<file path="src/rtl/dht11_pkg.sv">
// Shared types and constants for the DHT11 single-wire sensor reader.
package dht11_pkg;

  // Controller states, in the order a frame walks through them.
  typedef enum logic [2:0] {
    S_IDLE,
    S_START_LOW,
    S_WAIT_RESP,
    S_RESP_LOW,
    S_RESP_HIGH,
    S_BIT_LOW,
    S_BIT_HIGH,
    S_CHECK
  } state_t;

  localparam int FRAME_BITS = 40;  // 4 data bytes + 1 checksum byte
  localparam int US_W       = 15;  // microsecond counter width (saturating)
  localparam int IDX_W      = 6;   // enough to count FRAME_BITS

  // Sum of the four data bytes modulo 256; the sensor's checksum byte must match it.
  function automatic logic [7:0] frame_sum(input logic [FRAME_BITS-1:0] f);
    return f[39:32] + f[31:24] + f[23:16] + f[15:8];
  endfunction

endpackage

</file>
<file path="src/rtl/dht11_sync.sv">
// Two-flop synchronizer for the raw pad level, with single-cycle rise/fall pulses.
// Everything resets to 1 because the idle bus is pulled high.
module dht11_sync (
  input  logic clk,
  input  logic rst,
  input  logic din,
  output logic rise,
  output logic fall
);

  logic meta;
  logic sync;
  logic prev;

  // Resample the asynchronous pad and keep one extra stage for edge detection.
  // NOTE: non-blocking assignments make the three stages shift together, one per clock;
  // blocking ones would collapse them into a single flop.
  always_ff @(posedge clk or posedge rst) begin
    if (rst) begin
      meta <= 1'b1;
      sync <= 1'b1;
      prev <= 1'b1;
    end else begin
      meta <= din;
      sync <= meta;
      prev <= sync;
    end
  end

  assign rise = sync & ~prev;
  assign fall = ~sync & prev;

endmodule

</file>
<file path="src/rtl/dht11_reader.sv">
// DHT11 read controller: drives the host start pulse, follows the sensor's
// response, times 40 data bits by the width of their high phase and checks
// the checksum before publishing humidity/temperature bytes.
module dht11_reader
  import dht11_pkg::*;
#(
  parameter int CLK_FREQ_HZ   = 50_000_000,
  parameter int START_LOW_US  = 18000,
  parameter int BIT_THRESH_US = 50,
  parameter int TIMEOUT_US    = 200
) (
  input  logic       clk,
  input  logic       rst,
  input  logic       start,
  input  logic       dht_in,
  output logic       dht_oe,
  output logic       busy,
  output logic       valid,
  output logic [7:0] hum_int,
  output logic [7:0] hum_dec,
  output logic [7:0] temp_int,
  output logic [7:0] temp_dec,
  output logic       chk_err,
  output logic       timeout_err
);

  localparam int DIV   = CLK_FREQ_HZ / 1_000_000;
  localparam int PRE_W = (DIV > 1) ? $clog2(DIV) : 1;

  localparam logic [PRE_W-1:0] PRE_LAST   = PRE_W'(DIV - 1);
  localparam logic [US_W-1:0]  START_LAST = US_W'(START_LOW_US - 1);
  localparam logic [US_W-1:0]  TMO_LAST   = US_W'(TIMEOUT_US - 1);
  localparam logic [US_W-1:0]  BIT_THR    = US_W'(BIT_THRESH_US);
  localparam logic [IDX_W-1:0] LAST_BIT   = IDX_W'(FRAME_BITS - 1);

  state_t                  state;
  state_t                  state_next;
  logic [PRE_W-1:0]        pre_cnt;
  logic                    tick;
  logic [US_W-1:0]         us_cnt;
  logic [IDX_W-1:0]        bit_idx;
  logic [FRAME_BITS-1:0]   shreg;
  logic                    rise;
  logic                    fall;
  logic                    state_change;
  logic                    start_done;
  logic                    tmo_hit;
  logic                    bit_val;
  logic                    sum_ok;
  logic                    accept;
  logic                    tmo_set;
  logic                    shift_en;
  logic                    clr_idx;

  dht11_sync u_sync (
    .clk  (clk),
    .rst  (rst),
    .din  (dht_in),
    .rise (rise),
    .fall (fall)
  );

  assign tick         = (pre_cnt == PRE_LAST);
  assign state_change = (state_next != state);
  // us_cnt does not yet include the microsecond in progress, so "elapsed reaches N"
  // is seen as us_cnt == N-1 on a tick, and "high longer than threshold" as us_cnt >= threshold.
  assign start_done   = tick && (us_cnt >= START_LAST);
  assign tmo_hit      = tick && (us_cnt >= TMO_LAST);
  assign bit_val      = (us_cnt >= BIT_THR);
  assign sum_ok       = (frame_sum(shreg) == shreg[7:0]);

  assign dht_oe = (state == S_START_LOW);
  assign busy   = (state != S_IDLE);

  // State register; reset drops to IDLE at once, which also releases the line.
  always_ff @(posedge clk or posedge rst) begin
    if (rst) state <= S_IDLE;
    else     state <= state_next;
  end

  // Next-state decode; in every waiting state an edge takes priority over the timeout.
  // NOTE: every output of this block gets a default first so no path leaves one
  // unassigned, which would otherwise infer a latch.
  always_comb begin
    state_next = state;
    accept     = 1'b0;
    tmo_set    = 1'b0;
    shift_en   = 1'b0;
    clr_idx    = 1'b0;
    case (state)
      S_IDLE: begin
        if (start) begin
          state_next = S_START_LOW;
          accept     = 1'b1;
        end
      end
      S_START_LOW: begin
        if (start_done) state_next = S_WAIT_RESP;
      end
      S_WAIT_RESP: begin
        if (fall) state_next = S_RESP_LOW;
        else if (tmo_hit) begin
          state_next = S_IDLE;
          tmo_set    = 1'b1;
        end
      end
      S_RESP_LOW: begin
        if (rise) state_next = S_RESP_HIGH;
        else if (tmo_hit) begin
          state_next = S_IDLE;
          tmo_set    = 1'b1;
        end
      end
      S_RESP_HIGH: begin
        if (fall) begin
          state_next = S_BIT_LOW;
          clr_idx    = 1'b1;
        end else if (tmo_hit) begin
          state_next = S_IDLE;
          tmo_set    = 1'b1;
        end
      end
      S_BIT_LOW: begin
        if (rise) state_next = S_BIT_HIGH;
        else if (tmo_hit) begin
          state_next = S_IDLE;
          tmo_set    = 1'b1;
        end
      end
      S_BIT_HIGH: begin
        if (fall) begin
          shift_en   = 1'b1;
          state_next = (bit_idx == LAST_BIT) ? S_CHECK : S_BIT_LOW;
        end else if (tmo_hit) begin
          state_next = S_IDLE;
          tmo_set    = 1'b1;
        end
      end
      S_CHECK: state_next = S_IDLE;
      default: state_next = S_IDLE;
    endcase
  end

  // Microsecond timebase: prescaler and saturating us counter, both restarted on every state change.
  always_ff @(posedge clk or posedge rst) begin
    if (rst) begin
      pre_cnt <= '0;
      us_cnt  <= '0;
    end else if (state_change) begin
      pre_cnt <= '0;
      us_cnt  <= '0;
    end else begin
      pre_cnt <= tick ? '0 : pre_cnt + PRE_W'(1);
      if (tick && (us_cnt != '1)) us_cnt <= us_cnt + US_W'(1);
    end
  end

  // Bit capture: MSB-first shift register and count of bits taken.
  // NOTE: the shift register is reset even though every frame overwrites it, so the
  // checksum logic never sees X after power-up.
  always_ff @(posedge clk or posedge rst) begin
    if (rst) begin
      shreg   <= '0;
      bit_idx <= '0;
    end else begin
      if (clr_idx) bit_idx <= '0;
      if (shift_en) begin
        shreg   <= {shreg[FRAME_BITS-2:0], bit_val};
        bit_idx <= bit_idx + IDX_W'(1);
      end
    end
  end

  // User-facing results: data and valid update only on a good checksum; errors are sticky until the next start.
  always_ff @(posedge clk or posedge rst) begin
    if (rst) begin
      valid       <= 1'b0;
      hum_int     <= '0;
      hum_dec     <= '0;
      temp_int    <= '0;
      temp_dec    <= '0;
      chk_err     <= 1'b0;
      timeout_err <= 1'b0;
    end else begin
      valid <= 1'b0;
      if (accept) begin
        chk_err     <= 1'b0;
        timeout_err <= 1'b0;
      end
      if (tmo_set) timeout_err <= 1'b1;
      if (state == S_CHECK) begin
        if (sum_ok) begin
          hum_int  <= shreg[39:32];
          hum_dec  <= shreg[31:24];
          temp_int <= shreg[23:16];
          temp_dec <= shreg[15:8];
          valid    <= 1'b1;
        end else begin
          chk_err <= 1'b1;
        end
      end
    end
  end

endmodule
</file>
<file path="config.mk">
export PLATFORM = sky130hd
export DESIGN_NAME = dht11_reader
export DESIGN_NICKNAME = d
export VERILOG_FILES = /design/src/rtl/dht11_pkg.sv /design/src/rtl/dht11_sync.sv /design/src/rtl/dht11_reader.sv
export SDC_FILE = /design/constraint.sdc
export NUM_CORES = 1
export LEC_CHECK = 0
export BUFFER_PORTS_ARGS = -buffer_cell sky130_fd_sc_hd__buf_4
export CAP_MARGIN = 10
export CORE_AREA = 4 4 121 123
export CTS_BUF_LIST = sky130_fd_sc_hd__clkbuf_8 sky130_fd_sc_hd__clkbuf_16
export DETAILED_ROUTE_END_ITERATION = 12
export DIE_AREA = 0 0 125 127
export GPL_ROUTABILITY_DRIVEN = 0
export PLACE_DENSITY = 0.57
export SLEW_MARGIN = 15
export SYNTH_ARGS = -nofsm -noshare
export SYNTH_HDL_FRONTEND = slang
export SYNTH_SLANG_ARGS = --single-unit
</file>
<file path="constraint.sdc">
create_clock -name clk -period 5.09 [get_ports clk]
set_clock_uncertainty 0.15 [all_clocks]
set_input_delay 1.018 -clock clk [delete_from_list [all_inputs] [get_ports clk]]
set_output_delay 1.018 -clock clk [all_outputs]
set_load 0.05 [all_outputs]
</file>
Yosys cells after proc, flatten, opt, wreduce, memory -nomap -nowiden:

Index checks and enable logic that the tools add are counted.
W data, S select, Z words.

* bits in registers: 108
* latch bits: 0
* memory bits (writable): 0
* ROM bits: 0
* bits of input ports: 4
* memories: 0

* $add $sub $neg: 6
* multipliers: 0
* divide/modulo/power cells: 0
* $lt $le $gt $ge: 3
* eq/ne operators: 12
* shift operators: 0
* muxes and demuxes: 32
* bitwise operators: 4
* reductions and logical operators: 11

Operator list (number)
* $mux W15: 2
* $add A8 B8 Y8: 3
* $mux W3: 8
* $mux W6: 4
* $pmux W3 S8: 1
* $add A15 B1 Y15 const B: 1
* $ge A15 B15 Y1 const B: 1
* $ge A15 B6 Y1 const B: 1
* $ge A15 B8 Y1 const B: 1
* $mux W1: 15
* $ne A15 B15 Y1 const B: 1
* $add A6 B1 Y6 const B: 2
* $eq A3 B3 Y1 const B: 4
* $eq A6 B6 Y1 const B: 2
* $eq A8 B8 Y1: 1
* $eq A3 B2 Y1 const B: 2
* $reduce_bool A2 Y1: 3
* $eq A3 B1 Y1 const B: 1
* $logic_and A1 B1 Y1: 3
* $logic_not A3 Y1: 1
* $ne A3 B3 Y1: 1
* $reduce_bool A3 Y1: 1
* $reduce_or A3 Y1: 1
* $and A1 B1 Y1: 2
* other kinds (5): 6

Depth between registers and ports, before layout:

* depth in word-level cells: 7
* gate-level depth with buffers: 13
* mapped depth without buffers: 12

Modules after synthesis:

From an unflattened synthesis, not the netlist that was laid out.

* cell total of the unflattened synthesis: 440
* area, all modules: 5313.8 um^2

By module, submodules not included
* dht11_reader: times used 1, cells an instance 434, area each 5216.3 um^2, sequential area each 2627.5 um^2
* dht11_sync: times used 1, cells an instance 6, area each 97.6 um^2, sequential area each 78.8 um^2

Worst setup path before layout:

No wires, ideal clock.

* path type: register to register
* from: register shreg[9]
* to: register hum_dec[2]
* library setup time: 0.125 ns
* arrival: 3.655 ns
* data required time: 4.815 ns
* path slack: 1.160 ns
* cell stages (with the launch flop): 14
* path buffers: 1
* cell sequence: dfrtp_1 -> fa_1 -> inv_1 -> fa_1 -> inv_1 -> ha_1 -> fa_1 -> xnor2_1 -> xnor2_1 -> nor4_1 -> o2111ai_2 -> nor3_4 -> buf_6 -> mux2_2

* word-level cells in the longest chain between the ends: 3

RTL lines
* start, declared: line dht11_reader.sv:42 `logic [FRAME_BITS-1:0] shreg;`
* start signal, assigned: line dht11_reader.sv:168 `shreg <= {shreg[FRAME_BITS-2:0], bit_val};`
* $add A8 B8 Y8: line dht11_pkg.sv:22 `return f[39:32] + f[31:24] + f[23:16] + f[15:8];`
* $eq A8 B8 Y1: line dht11_reader.sv:70 `assign sum_ok = (frame_sum(shreg) == shreg[7:0]);`
* $reduce_and A2 Y1 (no line)
* end signal, assigned: line dht11_reader.sv:194 `hum_dec <= shreg[31:24];`
* end, declared: line dht11_reader.sv:20 `output logic [7:0] hum_dec,`

Every way passes these cells.
A chain may end at the register's enable or synchronous reset.

Worst setup path in the final report:

* from: register shreg[9]
* to: register hum_dec[5]

The elaborated chain is that of the path after synthesis.

==> flow_metrics.py <==
metrics = {
    "run_status": {
        "status": "completed",
    },
    "floorplanning": {
        "die_x_um": 125,
        "io-pin-count": 41,
        "die-area_um2": 15900,
        "core_um2": 13700,
        "start_util_pct": 38.9,
        "rows": 43,
        "dieHeight_um": 127,
    },
    "route": {
        "viasPerCell": 5.04,
        "antenna_left": 0,
        "routed_wl_mm": 10.1,
        "firstDrtPassIters": 4,
        "post_drt_wl_per_cell_um": 15.3,
        "vias": 3324,
        "drt_iter0_drc": 226,
        "drc_errors": 0,
    },
    "cts": {
        "clkTransAtPathRegs_ns": 0.07,
        "clk_latency_ns": 0.35,
        "root_buffer": "clkbuf_16",
        "ctsHoldBuffers": 0,
        "post-cts-setup-buffers": 0,
        "cts-resized-gates": 0,
        "cts_buffers": 9,
        "clock_sinks": 108,
        "h-tree-depth": 3,
        "cts_tree": "yes",
        "cts.path.max_buffers": 2,
    },
    "synth": {
        "ys_ff_latch": 108,
        "synth_mux_area_share_pct": 14.2,
        "yosys.area_share.simple_pct": 10.4,
        "synth_async_sr_flop_share_pct": 100,
        "synth_warnings": 0,
        "synth_ff_type": "dfrtp_1",
        "synth_adder_area_share_pct": 8.11,
        "synth_compound_area_share_pct": 7.30,
        "synthDistinctLibCells": 51,
        "synth.area.top_cells": "dfrtp_1 (49%), mux2_2 (14%), fa_1 (5.3%)",
        "syn_avg_cell_area_um2": 12.1,
        "yosys.area.top_type": "dfrtp_1",
        "ys_seq_area_share_pct": 51.0,
        "synth_top_family_by_area": "multiplexers",
        "syn_area_um2": 5310,
        "synthesis.nets": 470,
        "synth_top_area_share_pct": 49.5,
        "synth_edf_count": 0,
        "postSynthCellCount": 440,
        "synth_xor_area_share_pct": 6.13,
    },
    "finish": {
        "area_growth_pct": 14.6,
        "num_antenna_cells": 0,
        "final_util_pct": 44.5,
        "multiInputGateArea_um2": 2450,
        "layout_commonest_cell": "dfrtp_1",
        "final-seq-area_um2": 2710,
        "fillers": 1323,
        "drive_gt1_share_pct": 27.5,
        "mostFrequentLayoutCells": "dfrtp_1 (105), mux2_2 (64), buf_4 (42)",
        "nNetsFinal": 505,
    },
    "setup_path": {
        "arrival_ns": 4.31,
        "start_kind": "register",
        "r2r_slack_ns": 0.87,
        "cp.required_ns": 5.18,
        "endpoint_kind": "register",
        "cp_max_fo": 33,
        "crit_type": "reg2reg",
    },
    "global_route": {
        "antenna_found_initial": 0,
        "met2_usage_pct": 21.8,
        "grt_usage_pct": 13.4,
        "grt_max_degree": 78,
        "grt_pass1_vias": 3342,
        "grt_pass1_wl_mm": 17.3,
        "grt_overflow": 0,
        "grt.busiest_layer": "met2",
        "use_met1_pct": 17.6,
        "grtUsageMet3_pct": 3.64,
    },
    "power_and_ir_drop": {
        "p_seq_share_pct": 53.1,
        "max-vdd-ir-drop_mv": 0.154,
        "internal-power_uw": 1270,
        "switchingPower_uw": 351,
        "power_density_nw_per_um2": 266,
        "p_leak_uw": 0.00300,
        "p_clk_share_pct": 45.5,
        "comb_power_share_pct": 1.4,
        "switching_share_pct": 21.7,
    },
    "timing": {
        "final-hold-violation-count": 0,
        "timing.fmax_mhz": 237,
        "finalSetupViolCount": 0,
        "relSlewSlack_pct": 26.9,
        "tightest_slew_ns": 1.10,
        "period_needed_ns": 4.22,
        "setup_tns_ns": 0,
        "period_share_pct": 82.9,
        "drv_slew": 0,
        "rsz0062_at_grt": "no",
    },
    "placed_design": {
        "numPortBuffers": 40,
        "dp_hpwl_mm": 7.14,
    },
    "hold_path": {
        "hold_path.class": "reg2reg",
    },
    "job": {
        "drv_cap": 0,
    },
}
==> path summary, 6_finish.rpt <==
| path | end | startpoint | cells past startpoint |
|---|---|---|---|
| worst max-delay path | hum_dec[5] | shreg[9] | 13 |
| worst min-delay path | u_sync.sync | u_sync.meta | 0 |
| worst max register to register | hum_dec[5] | shreg[9] | 13 |
| worst min register to register | u_sync.sync | u_sync.meta | 0 |
| max in group asynchronous | pre_cnt[1] | rst | 3 |
| min in group asynchronous | temp_dec[7] | rst | 2 |
==> sequential cells by signal (all words and copies together) (netlist names) <==
signal       cells
u_sync.meta      1
temp_int         8
u_sync.sync      1
state            3
hum_dec          8
bit_idx          6
pre_cnt          6
u_sync.prev      1
valid            1
timeout_err      1
chk_err          1
shreg           40
temp_dec         8
us_cnt          15
hum_int          8
==> through the flow <==
step           worst slack, ns  power (uW)  hold slack (ns)  cells  area [um^2]
3_5_place_dp             0.785         901            0.202    644         5770
4_1_cts                  0.802        1650            0.212    660         6080
5_1_grt                  0.658        1680            0.218    660         6080
3_3_place_gp             0.917         900            0.201    644         5770
2_1_floorplan             1.08         892            0.195    440         5310
6_report                 0.872        1620            0.209    660         6080
==> routing by layer <==
metal  vias up  routed length [um]
met3        10                 319
met4         0                 137
li1       1615                   -
met5         -                   0
met1      1656                4720
met2        43                4910
==> worst max-delay path: stages, from the launching register on <==
cell and delay (ns):
dfrtp_1 0.42, fa_1 0.54, inv_1 0.05, fa_1 0.49, inv_1 0.04, ha_1 0.22, fa_1 0.41, xnor2_1 0.21
xnor2_1 0.08, nor4_1 0.34, o2111ai_2 0.22, nor3_4 0.14, buf_4 0.40, mux2_2 0.39
==> layout make-up <==
| class | instances | area share, % |
|---|---|---|
| clock buffer | 10 | 3.93 |
| inverter | 17 | 1.09 |
| tap | 180 | 3.70 |
| sequential | 108 | 44.5 |
| multi-input combinational | 297 | 40.3 |
| clock inverter | 6 | 1.30 |
| timing repair buffer | 42 | 5.18 |
==> synthesized netlist by cell type, types with 5 or more instances <==
master / count
o21ai_0: 21
mux2_2: 64
inv_1: 17
dfrtp_1: 105
nand4_1: 5
fa_1: 14
nand3_1: 17
xnor2_1: 14
ha_1: 12
nor2_1: 30
a21oi_1: 11
xor2_1: 18
nor3_1: 11
nand2_1: 23
clkbuf_1: 10
==> logic make-up (layout without fill, tap and decap cells) <==
kind of cell | after synthesis | in the layout
AOI/OAI and AO/OA | 59 | 59
xor gates and xnor gates | 34 | 34
adders and majority gates | 26 | 26
buffers and inverters | 35 | 75
DFF | 108 | 108
muxes | 67 | 67
and+or+nand+nor | 111 | 111
==> power by group through the flow <==
stage          sequential, uW  clock (uW)  combinational, uW
2_1_floorplan             877           0               15.2
3_3_place_gp              877           0               23.5
3_5_place_dp              877           0               23.8
4_1_cts                   860         762               23.8
5_1_grt                   860         798               26.4
6_report                  860         738               22.1
(Power assumes the default switching activity.)
